## src/rtl/coin_bank.sv

```systemverilog
// Credit stage in front of the coffee-machine FSM: synchronises and edge-detects
// the coin sensors, holds the credit, times the brew and pays change coin by coin.
module coin_bank #(
    parameter int unsigned PRICE       = 300,
    parameter int unsigned MAX_VAL     = 9900,
    parameter int unsigned BREW_CYCLES = 8,
    parameter int unsigned RETURN_GAP  = 4
) (
    input  logic        clk,
    input  logic        reset,
    input  logic        coin_100_raw,
    input  logic        coin_500_raw,
    input  logic        coffee_make,
    input  logic        coin_return,
    output logic        coin,
    output logic [15:0] coin_val,
    output logic        coffee_out,
    output logic        ret_100,
    output logic        ret_500,
    output logic        coin_reject
);

    typedef enum logic [1:0] {
        ST_IDLE   = 2'd0,
        ST_BREW   = 2'd1,
        ST_RETURN = 2'd2
    } state_t;

    localparam logic [15:0] PRICE_16   = 16'(PRICE);
    localparam logic [16:0] PRICE_17   = 17'(PRICE);
    localparam logic [16:0] MAX_17     = 17'(MAX_VAL);
    localparam logic [7:0]  BREW_LOAD  = 8'(BREW_CYCLES - 1);
    localparam logic [7:0]  GAP_LOAD   = 8'(RETURN_GAP - 1);

    logic [2:0]  sync100_r;
    logic [2:0]  sync500_r;
    logic        make_d_r;
    state_t      state_r;
    logic [7:0]  cnt_r;
    logic [15:0] coin_val_r;
    logic        coin_r;
    logic        coffee_out_r;
    logic        ret_100_r;
    logic        ret_500_r;
    logic        coin_reject_r;

    logic        e100_s;
    logic        e500_s;
    logic        any_edge_s;
    logic        make_rise_s;
    logic        deduct_s;
    logic [16:0] add_s;
    logic [16:0] net_s;
    logic [15:0] after_deduct_s;
    logic        accept_s;
    logic        reject_s;
    logic [15:0] credit_val_s;
    logic [15:0] eject_val_s;
    logic        eject_100_s;
    logic        eject_500_s;

    // Sensor synchronisers; bit 1 is the synchronised level, bit 2 its delayed copy.
    always_ff @(posedge clk or negedge reset) begin
        if (!reset) begin
            sync100_r <= 3'b000;
            sync500_r <= 3'b000;
        end else begin
            sync100_r <= {sync100_r[1:0], coin_100_raw};
            sync500_r <= {sync500_r[1:0], coin_500_raw};
        end
    end

    assign e100_s      = sync100_r[1] & ~sync100_r[2];
    assign e500_s      = sync500_r[1] & ~sync500_r[2];
    assign any_edge_s  = e100_s | e500_s;
    assign make_rise_s = coffee_make & ~make_d_r;

    // Credit arithmetic; the limit check sees the value net of a same-cycle deduction.
    always_comb begin
        deduct_s       = (state_r == ST_IDLE) && make_rise_s && (coin_val_r >= PRICE_16);
        add_s          = (e100_s ? 17'd100 : 17'd0) + (e500_s ? 17'd500 : 17'd0);
        net_s          = {1'b0, coin_val_r} + add_s - (deduct_s ? PRICE_17 : 17'd0);
        after_deduct_s = deduct_s ? (coin_val_r - PRICE_16) : coin_val_r;
        accept_s       = any_edge_s && (state_r != ST_RETURN) && (net_s <= MAX_17);
        reject_s       = any_edge_s && !accept_s;
        if (accept_s) begin
            credit_val_s = net_s[15:0];
        end else begin
            credit_val_s = after_deduct_s;
        end
    end

    // Largest coin that still fits in the remaining credit; sub-100 residue is dropped.
    always_comb begin
        eject_val_s = 16'd0;
        eject_100_s = 1'b0;
        eject_500_s = 1'b0;
        if (coin_val_r >= 16'd500) begin
            eject_val_s = coin_val_r - 16'd500;
            eject_500_s = 1'b1;
        end else if (coin_val_r >= 16'd100) begin
            eject_val_s = coin_val_r - 16'd100;
            eject_100_s = 1'b1;
        end else begin
            eject_val_s = 16'd0;
        end
    end

    // Controller FSM with registered credit and output pulses.
    always_ff @(posedge clk or negedge reset) begin
        if (!reset) begin
            make_d_r      <= 1'b0;
            state_r       <= ST_IDLE;
            cnt_r         <= 8'd0;
            coin_val_r    <= 16'd0;
            coin_r        <= 1'b0;
            coffee_out_r  <= 1'b0;
            ret_100_r     <= 1'b0;
            ret_500_r     <= 1'b0;
            coin_reject_r <= 1'b0;
        end else begin
            make_d_r      <= coffee_make;
            coin_r        <= accept_s;
            coin_reject_r <= reject_s;
            coffee_out_r  <= 1'b0;
            ret_100_r     <= 1'b0;
            ret_500_r     <= 1'b0;
            case (state_r)
                ST_IDLE: begin
                    coin_val_r <= credit_val_s;
                    if (deduct_s) begin
                        state_r <= ST_BREW;
                        cnt_r   <= BREW_LOAD;
                    end else if (coin_return && (coin_val_r != 16'd0)) begin
                        state_r <= ST_RETURN;
                        cnt_r   <= 8'd0;
                    end else begin
                        state_r <= ST_IDLE;
                        cnt_r   <= 8'd0;
                    end
                end
                ST_BREW: begin
                    coin_val_r <= credit_val_s;
                    if (cnt_r == 8'd0) begin
                        coffee_out_r <= 1'b1;
                        state_r      <= ST_IDLE;
                    end else begin
                        cnt_r <= cnt_r - 8'd1;
                    end
                end
                ST_RETURN: begin
                    if (cnt_r == 8'd0) begin
                        coin_val_r <= eject_val_s;
                        ret_100_r  <= eject_100_s;
                        ret_500_r  <= eject_500_s;
                        cnt_r      <= GAP_LOAD;
                        if (eject_val_s == 16'd0) begin
                            state_r <= ST_IDLE;
                        end else begin
                            state_r <= ST_RETURN;
                        end
                    end else begin
                        cnt_r <= cnt_r - 8'd1;
                    end
                end
                default: begin
                    state_r    <= ST_IDLE;
                    cnt_r      <= 8'd0;
                    coin_val_r <= 16'd0;
                end
            endcase
        end
    end

    assign coin        = coin_r;
    assign coin_val    = coin_val_r;
    assign coffee_out  = coffee_out_r;
    assign ret_100     = ret_100_r;
    assign ret_500     = ret_500_r;
    assign coin_reject = coin_reject_r;

endmodule
```

## config.mk

```make
export PLATFORM = sky130hd
export DESIGN_NAME = coin_bank
export DESIGN_NICKNAME = d
export VERILOG_FILES = /design/src/rtl/coin_bank.sv
export SDC_FILE = /design/constraint.sdc
export NUM_CORES = 1
export LEC_CHECK = 0
export ABC_AREA = 1
export CAP_MARGIN = 20
export CORE_MARGIN = 1.5
export CORE_UTILIZATION = 45
export DETAILED_ROUTE_END_ITERATION = 8
export GPL_ROUTABILITY_DRIVEN = 1
export PLACE_DENSITY = 0.73
export SLEW_MARGIN = 20
export SYNTH_ARGS = -nofsm -noshare
export SYNTH_HDL_FRONTEND = slang
export SYNTH_SLANG_ARGS = --single-unit
```

## constraint.sdc

```tcl
create_clock -name clk -period 4.6 [get_ports clk]
set_clock_uncertainty 0.2 [all_clocks]
set_input_delay 0.46 -clock clk [delete_from_list [all_inputs] [get_ports clk]]
set_output_delay 0.46 -clock clk [all_outputs]
set_load 0.01 [all_outputs]
```

Word level (Yosys, flattened, before mapping). Index checks and enable logic that the tools add are counted.

Bitwise gates (word level): 7. Reductions and logical operators: 14. Equal/unequal tests: 7. Add/sub/neg operators: 7. Magnitude comparators: 4. Multiplexer cells: 28.

Operator list (count): 2-to-1 mux 16 bit (5); >= comparator 16 x 9 -> 1 bit (second input constant) (2); one-hot mux 16 bit (2 select lines) (1); subtractor 16 x 9 -> 16 bit (second input constant) (2); one-hot mux 8 bit (3 select lines) (1); 2-to-1 mux 9 bit (2); adder 16 x 10 -> 17 bit (1); <= comparator 17 x 14 -> 1 bit (second input constant) (1); subtractor 17 x 9 -> 17 bit (1); >= comparator 16 x 7 -> 1 bit (second input constant) (1); zero test 16 bit (1); 2-to-1 mux 8 bit (2); nonzero test 16 bit (1); subtractor 16 x 7 -> 16 bit (second input constant) (1); adder 7 x 9 -> 10 bit (1); 2-to-1 mux 2 bit (5); 2-to-1 mux 1 bit (9); zero test 8 bit (1); inequality test 2 bit (second input constant) (4); subtractor 8 x 1 -> 8 bit (second input constant) (1); 2-to-1 mux 7 bit (1); logical AND 1 bit (6); one-hot mux 2 bit (3 select lines) (1); AND reduction 2 bit (2); other kinds (10) (14).

Input bits: 6. Word-level logic and storage cells: 78. Output and inout bits: 21. Register bits after elaboration: 38.

Longest topological paths before layout.
Depth after elaboration: 10. Mapped depth: 31. Gate-level depth less buffers: 30.

Least setup slack after synthesis. OpenSTA, ideal clock, no wires.

Kind: register to register. Start: reg coin_val_r[13], in the netlist coin_val[13]. End: reg coin_val_r[4], in the netlist coin_val[4]. Required time: 4335 ps. Slack: -287 ps. Stages on the path, launching flop included: 28. Period minus slack after synthesis: 4887 ps. Setup time: 65 ps. Buffers on the path: 1. Arrival: 4622 ps. Path through: dfrtp_1 > inv_1 > ha_1 > nand2_1 > inv_1 > nand2_1 > inv_1 > nand3_1 > a2111oi_4 > fa_1 > fa_1 > inv_1 > ha_1 > fa_1 > nand3_1 > nand2_1 > nand3_1 > nand3_1 > nand2_1 > nand2_1 > nor3_4 > nand2_4 > nand2_4 > nand2_1 > nand2_4 > buf_6 > nand2_1 > nand2_1.

Word-level cells in the longest chain between the ends: 8. Elaborated cells between the ends (all ways): 16. Those cells by class: add/sub: 2; order compare: 4; eq/ne: 1; mux: 6; reduce/logical: 3.

RTL lines: from (decl) (RTL line 40) `logic [15:0] coin_val_r;`; from (signal assigned) (RTL line 130) `coin_val_r <= credit_val_s;`; from (signal assigned) (RTL line 143) `coin_val_r <= credit_val_s;`; from (signal assigned) (RTL line 153) `coin_val_r <= eject_val_s;`; >= comparator 16 x 9 -> 1 bit (RTL line 80) `deduct_s = (state_r == ST_IDLE) && make_rise_s && (coin_val_r >= PRICE_16);`; logical AND 1 bit (RTL line 80); 2-to-1 mux 9 bit (RTL line 82) `net_s = {1'b0, coin_val_r} + add_s - (deduct_s ? PRICE_17 : 17'd0);`; subtractor 17 x 9 -> 17 bit (RTL line 82); <= comparator 17 x 14 -> 1 bit (RTL line 84) `accept_s = any_edge_s && (state_r != ST_RETURN) && (net_s <= MAX_17);`; logical AND 1 bit (RTL line 84); 2-to-1 mux 16 bit / inequality test 3 x 1 -> 1 bit (equally long branches); one-hot mux 16 bit (2 select lines) / AND reduction 2 bit (equally long branches).

Several ways; a longest one is shown, not always the timed one. The select of a mux whose other input is x is not followed. A chain may end at the register's enable or synchronous reset.

Worst setup path in the final report.
Start: reg coin_val_r[11], in the netlist coin_val[11]. End: reg coin_val_r[15], in the netlist coin_val[15].

The elaborated chain is that of the path after synthesis.

==> results.toml <==
[status]
outcome = "finished, violations left"
violations = "negative setup slack"

[synthesis]
ys_seq_area_share_pct = 21.7
synthAdderAreaFrac_pct = 15.2
syn_inst = 682
synthFlopType = "dfrtp_1"
syn_area_per_cell_um2 = 6.42
synth_mux_area_share_pct = 0
synth.distinct_cells = 39
synth_seq_cells = 38
synth_edf_count = 0
synth_top_family_by_area = "simple AND/OR/NAND/NOR gates"
syn_nets = 737
ys_warn_count = 0
synthSimpleGateAreaFrac_pct = 37.7
async_flop_share_pct = 100
syn_area_um2 = 4380
synth_compound_area_share_pct = 7.49
synth-xor-area-share_pct = 5.40

[global_routing]
antenna_found_initial = 0
grt_pass1_wl_um = 21000
overflow = 0
grt_max_degree = 39
grt.total_usage_pct = 26.2
grt_pass1_vias = 4431

[cells_and_area]
num_antenna_cells = 0
nFillCells = 901
drive_above_1_share_pct = 18.2
finalNetCount = 813
fin_area_um2 = 5440
syn_to_final_growth_pct = 24.3

[clocking]
htree_levels = 2
cts.sinks = 38
cts_buffers = 5
cts_tree = "yes"
cts_buffer_depth = 2
clk_pin_slew_worst_paths_ns = 0.08
cts-root-buf = "clkbuf_8"
ctsHoldBuffers = 0
clk_latency_ns = 0.31

[die]
ioPinCount = 27
die-height_um = 102
die_area_um2 = 10300
rows = 35
core_area_um2 = 9330
die_w_um = 102
start_util_pct = 46.9

[critical_path]
cp_max_fo = 7
startpoint_type = "flop"
cpMostUsedCell = "nand2_1"
max_stage_delay_ns = 0.54
critPathArrivalTime_ns = 4.89
end_kind = "flop"
r2r_setup_slack_ns = -0.24
cp_slowest_cell = "fa_1"
worstSetupPathType = "reg -> reg"
crit_required_ns = 4.65

[sta]
worst_slack_ns = -0.238
slew_viol_final = 0
finalSetupViolations = 15
finalCriticalPeriod_ns = 4.84
timing.fmax_ghz = 0.207
maxSlewHeadroom_pct = 39.2
whs_ns = 0.0800
final_hold_viol_count = 0
worst_pin_slew_ns = 0.912
fin_crit_sh_pct = 105
rsz0062_at_grt = "yes"

[detailed_routing]
vias = 4660
drt-total-wl_um = 13200
wl_per_cell_um = 14.9
drcViolationCount = 0
viasPerCell = 5.25
drt-pass1-iter-count = 5
drtIter0Drc = 363
ant_nets = 0

[flow_run]
drv_cap = 0

[place]
place.gp.congestion = 0.993
dp_hpwl_um = 10300
detailed_place.area_um2 = 5180
io_buffer_count = 26

[worst_hold_path]
hp-class = "in -> async"
[flip-flops by register name (all words and copies together) (netlist names)]
name	flops
coin_reject	1
state_r	2
coin_val	16
ret_100	1
ret_500	1
coffee_out	1
sync500_r	3
coin	1
make_d_r	1
cnt_r	8
sync100_r	3
[metrics by stage]
step / worst slack (ns) / TNS (ns) / cells / util, %
floorplan: -0.0343 / -0.255 / 682 / -
global placement: -0.0209 / -0.119 / 876 / 55.5
detailed placement: -0.110 / -1.30 / 876 / 55.5
CTS: -0.0876 / -1.12 / 884 / 56.7
global route: -0.482 / -6.90 / 888 / 58.4
finish: -0.238 / -3.12 / 888 / 58.4
[cells by family (layout without fill, tap and decap cells)]
kind of cell / Yosys count / in the layout
adder cells (fa/ha/maj): 49 / 49
XOR/XNOR: 27 / 27
AO/OA/AOI/OAI: 53 / 53
AND/OR/NAND/NOR: 382 / 382
buffers and inverters: 133 / 210
flip-flops: 38 / 38
[cell usage after synthesis, types with 4 or more instances]
library cell	instances	area share [%]
a21oi_1	17	1.9
buf_2	4	0.46
buf_6	4	1.0
dfrtp_1	38	22
fa_1	7	3.2
ha_1	42	12
inv_1	110	9.4
inv_2	9	0.77
nand2_1	227	19
nand3_1	66	7.5
nand4_1	16	2.3
nor2_1	50	4.3
nor3_1	5	0.57
o21ai_0	22	2.5
xor2_1	26	5.2
[layout by cell type, fill, tap and decap left out, types with 7 or more instances in the layout]
master / n
nand2_1: 211
inv_1: 100
nand3_1: 62
buf_4: 55
nor2_1: 50
ha_1: 35
dfrtp_1: 32
xor2_1: 26
clkdlybuf4s50_1: 25
o21ai_0: 22
nand2_2: 17
a21oi_1: 17
nand4_1: 16
inv_2: 13
nand3_2: 7
[metal layers]
metal  vias up  wire, um  GRT usage, %
met4         0       533          11.2
met1      2106      5330          33.1
met5         -         0             0
met3        44      1030          5.59
met2       212      6310          43.1
li1       2298         -             -
[final timing paths]
path                                           from                  endpoint  cells after the start
hold reg to reg              sync500_r[0]$_DFF_PN0_    sync500_r[1]$_DFF_PN0_                      0
setup / recovery           coin_val[11]$_DFFE_PN0P_  coin_val[15]$_DFFE_PN0P_                     29
max in group asynchronous                     reset  coin_val[11]$_DFFE_PN0P_                      1
setup reg to reg           coin_val[11]$_DFFE_PN0P_  coin_val[15]$_DFFE_PN0P_                     29
min in group clk             sync500_r[0]$_DFF_PN0_    sync500_r[1]$_DFF_PN0_                      0
hold / removal                                reset   coin_val[0]$_DFFE_PN0P_                      1
[final cells by class]
cell class / instances / area [um2] / area share, %
clock buffers: 6 / 82.6 / 1.52
clock inverters: 2 / 12.5 / 0.230
inverters: 119 / 462 / 8.48
multi-input cells: 511 / 3050 / 56.1
flip-flops and latches: 38 / 958 / 17.6
well taps: 129 / 161 / 2.97
repair buffers: 83 / 713 / 13.1
[critical path, delay by kind of cell, from the launching register on]
family	cells	cell delay, ns
buffers and inverters	6	0.61
adders and majority gates	5	1.85
and+or+nand+nor	15	0.96
AOI/OAI and AO/OA	3	0.72
DFF	1	0.43
[what timing repair did]
action,CTS,global route
pin swaps,1,19
endpoints found under the setup margin,14,16
gates resized for setup,5,25
buffers inserted,0,3
cloned,0,1
Power is left out: the tool's default activity adds up to more than one toggle a clock period on the data nets, which glitch-free logic cannot reach.
